<file path="src/rtl/alu_cmd_seq.sv">
// alu_cmd_seq: command sequencer in front of the combinational 8-bit ALU.
// Accepts one command at a time on a valid/ready request channel, registers
// operands/opcode onto the ALU bus for a single execute cycle, captures the
// ALU result and holds it on a valid/ready response channel.
// Optional feature: define ALU_SEQ_CHAIN_EN to keep a last-result register
// that a chained command (cmd_chain=1) uses in place of cmd_a.
module alu_cmd_seq (
    input  logic       clk,
    input  logic       rst,
    input  logic       cmd_valid,
    output logic       cmd_ready,
    input  logic [2:0] cmd_op,
    input  logic [7:0] cmd_a,
    input  logic [7:0] cmd_b,
    input  logic       cmd_chain,
    output logic [7:0] alu_a,
    output logic [7:0] alu_b,
    output logic [2:0] alu_opcode,
    input  logic [7:0] alu_out,
    output logic       rsp_valid,
    input  logic       rsp_ready,
    output logic [7:0] rsp_data,
    output logic       rsp_err,
    output logic       busy
);

    localparam logic [1:0] ST_IDLE = 2'd0;
    localparam logic [1:0] ST_EXEC = 2'd1;
    localparam logic [1:0] ST_RESP = 2'd2;

    logic [1:0] state;
    logic       op_legal;
    logic [7:0] next_a;

    // Handshake flags are pure decodes of the state, so reset values follow
    // automatically from state=IDLE.
    assign cmd_ready = (state == ST_IDLE);
    assign rsp_valid = (state == ST_RESP);
    assign busy      = (state != ST_IDLE);

    // Opcodes 110 and 111 have no ALU function.
    assign op_legal  = (cmd_op <= 3'd5);

`ifdef ALU_SEQ_CHAIN_EN
    logic [7:0] last_result;

    assign next_a = cmd_chain ? last_result : cmd_a;

    // Last-result register: refreshed only by executed (legal) commands.
    always_ff @(posedge clk) begin
        if (rst) begin
            last_result <= 8'h00;
        end else if (state == ST_EXEC) begin
            last_result <= alu_out;
        end
    end
`else
    logic unused_chain;

    assign unused_chain = cmd_chain;
    assign next_a       = cmd_a;
`endif

    // Main sequencer: state, ALU operand bus and response registers.
    always_ff @(posedge clk) begin
        // NOTE: reset is sampled on the clock edge, so it also overrides a
        // command presented in the same cycle; all state uses non-blocking
        // assignments so every register sees pre-edge values.
        if (rst) begin
            state      <= ST_IDLE;
            alu_a      <= 8'h00;
            alu_b      <= 8'h00;
            alu_opcode <= 3'b000;
            rsp_data   <= 8'h00;
            rsp_err    <= 1'b0;
        end else begin
            case (state)
                ST_IDLE: begin
                    if (cmd_valid) begin
                        if (op_legal) begin
                            alu_a      <= next_a;
                            alu_b      <= cmd_b;
                            alu_opcode <= cmd_op;
                            state      <= ST_EXEC;
                        end else begin
                            // Illegal command skips the ALU; its bus keeps
                            // the previous operands.
                            rsp_data <= 8'h00;
                            rsp_err  <= 1'b1;
                            state    <= ST_RESP;
                        end
                    end
                end
                ST_EXEC: begin
                    rsp_data <= alu_out;
                    rsp_err  <= 1'b0;
                    state    <= ST_RESP;
                end
                ST_RESP: begin
                    if (rsp_ready) begin
                        state <= ST_IDLE;
                    end
                end
                default: begin
                    state <= ST_IDLE;
                end
            endcase
        end
    end

endmodule
</file>
<file path="config.mk">
export PLATFORM = sky130hd
export DESIGN_NAME = alu_cmd_seq
export DESIGN_NICKNAME = d
export VERILOG_FILES = /design/src/rtl/alu_cmd_seq.sv
export SDC_FILE = /design/constraint.sdc
export NUM_CORES = 1
export LEC_CHECK = 0
export BUFFER_PORTS_ARGS = -buffer_cell sky130_fd_sc_hd__buf_4
export CAP_MARGIN = 25
export CELL_PAD_IN_SITES_DETAIL_PLACEMENT = 0
export CELL_PAD_IN_SITES_GLOBAL_PLACEMENT = 1
export CORE_ASPECT_RATIO = 1.4
export CORE_MARGIN = 4
export CORE_UTILIZATION = 34
export CTS_CLUSTER_SIZE = 8
export DETAILED_ROUTE_END_ITERATION = 10
export PLACE_DENSITY = 0.87
export SLEW_MARGIN = 20
export SYNTH_ARGS = -nofsm -noshare
export SYNTH_HDL_FRONTEND = slang
export SYNTH_SLANG_ARGS = --single-unit
</file>
<file path="constraint.sdc">
create_clock -name clk -period 3.5 [get_ports clk]
set_clock_uncertainty 0.2 [all_clocks]
set_input_delay 0.175 -clock clk [delete_from_list [all_inputs] [get_ports clk]]
set_output_delay 0.175 -clock clk [all_outputs]
set_load 0.02 [all_outputs]
</file>
[After elaboration in Yosys (flattened, before gate mapping)]
Index checks and enable logic that the tools add are counted.
Storage, ports and cells
  flip-flop bits (word level): 30
  input bits: 32
  word-level logic and storage cells: 28
Operators by class
  $lt $le $gt $ge: 1
  equality and inequality tests: 5
  muxes and demuxes: 10
  reduce and logical (&&, ||, !) cells: 6
Operators by type and width (number)
  $mux W8: 2
  $pmux W8 S2: 1
  $mux W2: 3
  $pmux W2 S3: 1
  $reduce_and A3 Y1: 2
  $ne A2 B2 Y1 const B: 2
  $reduce_bool A2 Y1: 2
  $le A3 B3 Y1 const B: 1
  $eq A2 B1 Y1 const B: 1
  $eq A2 B2 Y1 const B: 1
  $logic_not A2 Y1: 1
  $mux W1: 2
  $ne A2 B1 Y1 const B: 1
  $pmux W1 S2: 1
  $reduce_and A2 Y1: 1

[Depth between registers and ports, before layout]
  word-level depth: 4
  mapped depth: 5
  gate-level depth less buffers: 3

[Worst setup path after synthesis]
No wires, ideal clock.
  kind: register -> register
  from: register state[0]
  to: register alu_a[5]
  setup time: 0.072 ns
  arrival time: 1.180 ns
  data required time: 3.228 ns
  path slack: 2.048 ns
  stages on the path, launching flop included: 6
  path buffers: 2
  cells stage by stage: dfxtp_1 nor2_2 and3_1 buf_2 buf_6 mux2i_1
Between the ends
  longest elaborated chain between the ends: 2
Ends and longest elaborated chain
  from (decl): line 31  | logic [1:0] state;
  from (signal assigned): line 70  | state <= ST_IDLE;
  from (signal assigned): line 84  | state <= ST_EXEC;
  from (signal assigned): line 90  | state <= ST_RESP;
  $logic_not A2 Y1
  via cmd_ready: line 11  | output logic cmd_ready,
  $reduce_and A3 Y1 (no source line)
  to (signal assigned): line 81  | alu_a <= next_a;
  to (decl): line 16  | output logic [7:0] alu_a,
The timed path passes the listed nets, and every way through them passes these cells.
A chain may end at the register's enable or synchronous reset.

[Worst setup path after layout]
  from: input cmd_op[1]
  to: register rsp_data[3]
Between the ends
  longest elaborated chain between the ends: 3
Ends and longest elaborated chain
  from (decl): line 12  | input logic [2:0] cmd_op,
  $le A3 B3 Y1: line 42  | assign op_legal = (cmd_op <= 3'd5);
  $ne A2 B2 Y1 (no source line)
  $reduce_and A3 Y1 (no source line)
  to (signal assigned): line 95  | rsp_data <= alu_out;
  to (decl): line 22  | output logic [7:0] rsp_data,
Every way passes these cells.

==> out/metrics.csv <==
stage,metric,value,unit
layout,n_diodes,0,
clock_tree,"CTS clk-pin slew, worst paths",0.06,ns
synth,top-count cell post-synth,nand2b_1,
setup_path,CP max FO,9,
route,Antenna Violating Nets Remaining,0,
run_status,status,"complete, no violations",
placed_design,IO Port Bufs,61,
grt,vias in the first global route,1233,
grt,initial antenna violation count,0,
synth,Syn Area/Cell,9.43,um^2
layout,Final Cell Area,2090,um^2
setup_path,CP max stage cell,dlygate4sd3_1,
layout,area grow syn2layout,64.1,%
setup_path,Worst setup SP type,input pin,
setup_path,reg2reg start,state[1]$_SDFFE_PP0P_,
grt,Tot GR Track Use,0.157,
placed_design,RD Place Congestion,0.683,
setup_path,CP Cell Sequence,"dlygate4sd3_1, buf_4, a31oi_1, o21ai_0, a21oi_1",
timing,fmax,579,MHz
synth,Yosys cell types,20,
timing,Final Hold Vio Count,0,
clock_tree,clock buffer depth,2,
synth,Synth top area share,0.472,
synth,sequential-to-total area share from yosys stat,0.472,
timing,worst hold slack,0.0903,ns
setup_path,max incr delay on CP,0.53,ns
timing,"Period Utilization, post-route",0.493,
setup_path,Arrival @ worst endpoint,1.73,ns
clock_tree,clock sinks,30,
floorplanning,I/O pins,63,
pwr,Peak supply drop,307,uV
route,Via-to-Cell Ratio,4.69,
placed_design,placed cell area,1740,um^2
route,DRT Pass-1 Iters,4,
timing,final setup fails,0,
floorplanning,initial core utilization,0.350,
synth,Post-synth top cells,"37 x nand2b_1, 30 x dfxtp_1, 19 x mux2i_1, 10 x nand2_1",
setup_path,Worst setup EP type,flop,
synth,post-synthesis async set-or-reset flop share,0,
timing,Slew Limit Fails,0,
timing,RSZ-0062 raised after global routing,false,
synth,yosys warns,0,
synth,mapped cell area,1270,um^2
synth,synthesized instance count,135,
worst_hold_path,HP Class,in -> reg,
clock_tree,Skew-Pair Late Insertion Delay,0.27,ns
timing,Tightest Pin Transition,0.721,ns
setup_path,Worst EP required,3.50,ns
synth,#FFs+latches synth,30,
pwr,PwrDens,395,nW/um^2
floorplanning,Die Y,80.4,um
pwr,Overall Power,827,uW
clock_tree,CTS root buffer,clkbuf_8,
timing,fin crit period,1.73,ns
clock_tree,postcts setup bufs,0,
clock_tree,CTS tree,yes,
grt,pin count of the biggest net entering global routing,51,
route,DRC viols,0,
synth,"top cells by area, synth","dfxtp_1 47%, nand2b_1 18%, mux2i_1 15%",
floorplanning,# rows,26,
synth,cell type with the largest total area after synthesis,dfxtp_1,
worst_hold_path,hold_sp,cmd_op[2],
clock_tree,H-tree levels,2,
floorplanning,die width,59.7,um
setup_path,Setup crit start,cmd_op[1],
timing,final setup TNS,0,ns
route,Final Routed Wirelength,3.39,mm
clock_tree,cts bufs inserted,5,
job,max cap viols,0,
grt,global-route wire length before repair,5.62,mm
route,drt wl/cell,12.9,um
synth,most used flip-flop cell after synthesis,dfxtp_1,
synth,net count after synthesis,167,
setup_path,critical path class,in -> reg,
placed_design,Final HPWL DP,2.26,mm
layout,final-stage net count,253,
timing,Slew headroom,0.517,
floorplanning,die area,4800,um^2
pwr,leakage power,0.000928,uW
route,vias after detailed routing,1230,
grt,total gr overflow,0,
layout,share of layout cells above drive strength 1,0.314,
route,1st-iter DRT viols,35,
synth,Post-synth EDFFs,0,
floorplanning,core area,3640,um^2
-- layer usage --
metal / routed length [um] / vias up / part of all wire / global-route usage
li1: - / 613 / - / -
met4: 80 / 0 / 0.024 / 0.0710
met3: 220 / 10 / 0.065 / 0.0563
met2: 1810 / 42 / 0.53 / 0.266
met1: 1280 / 565 / 0.38 / 0.169
met5: 0 / - / 0 / 0
-- state kept, by name (all words and copies together), names as in the netlist --
| name | count |
|---|---|
| state | 2 |
| rsp_err | 1 |
| alu_b | 8 |
| rsp_data | 8 |
| alu_a | 8 |
| alu_opcode | 3 |
-- power breakdown --
part	total (uW)	internal, uW	switching (uW)	leakage (uW)
combinational	183	99.5	83.6	0.000639
sequential	378	364	14.9	0.000245
clock	265	151	114	0.0000431
-- metrics by stage --
stage,util,setup slack (ns),std cells
after floorplan,-,2.05,135
after CTS,0.574,1.78,262
after global routing,0.574,1.67,262
after detailed placement,0.477,1.90,229
after global placement,0.477,1.97,229
final,0.574,1.77,262
-- placed cells by master (no fill, tap or decap), drive strengths merged --
cell type / instances
mux2i: 19
a41oi: 1
o31ai: 1
nor3: 1
o21ai: 8
dlygate4sd3: 27
and3: 1
nand2: 10
a31oi: 1
inv: 2
dfxtp: 30
and2b: 2
or2b: 1
a21oi: 8
clkbuf: 6
nor2: 2
nand2b: 37
buf: 62
nor2b: 1
-- worst paths after layout --
kind         slack (ns)                          to  cells past startpoint
max reg2reg        1.85       alu_b[2]$_SDFFE_PP0P_                      4
min                0.09  alu_opcode[2]$_SDFFE_PP0P_                      3
min reg2reg        0.27       alu_b[4]$_SDFFE_PP0P_                      2
max                1.77    rsp_data[3]$_SDFFE_PP0P_                      5
-- cell families (layout without fill, tap and decap cells) --
group	after synthesis	in the layout	synth area share
mux	19	19	0.149
simple gates	55	55	0.250
compound gates	19	19	0.0806
buf+inv	12	97	0.0481
flops	30	30	0.472
-- cell type report --
class	count	area (um^2)
Clock buffer	6	82.6
Fill cell	316	1550
Inverter	2	7.51
Multi-Input combinational cell	93	612
Sequential cell	30	601
Tap cell	42	52.6
Timing Repair Buffer	89	736
-- repair_timing --
item / CTS / global route
resized for setup: 0 / 0
hold endpoints to repair: 27 / 0
hold buffers: 27 / 0
endpoints found under the setup margin: 0 / 0
-- worst max-delay path: cells and delay by family --
| family | cells | cell delay, ns |
|---|---|---|
| AOI/OAI and AO/OA | 3 | 0.86 |
| buffers and inverters | 2 | 0.68 |
Power figures use the tool's default switching activity.
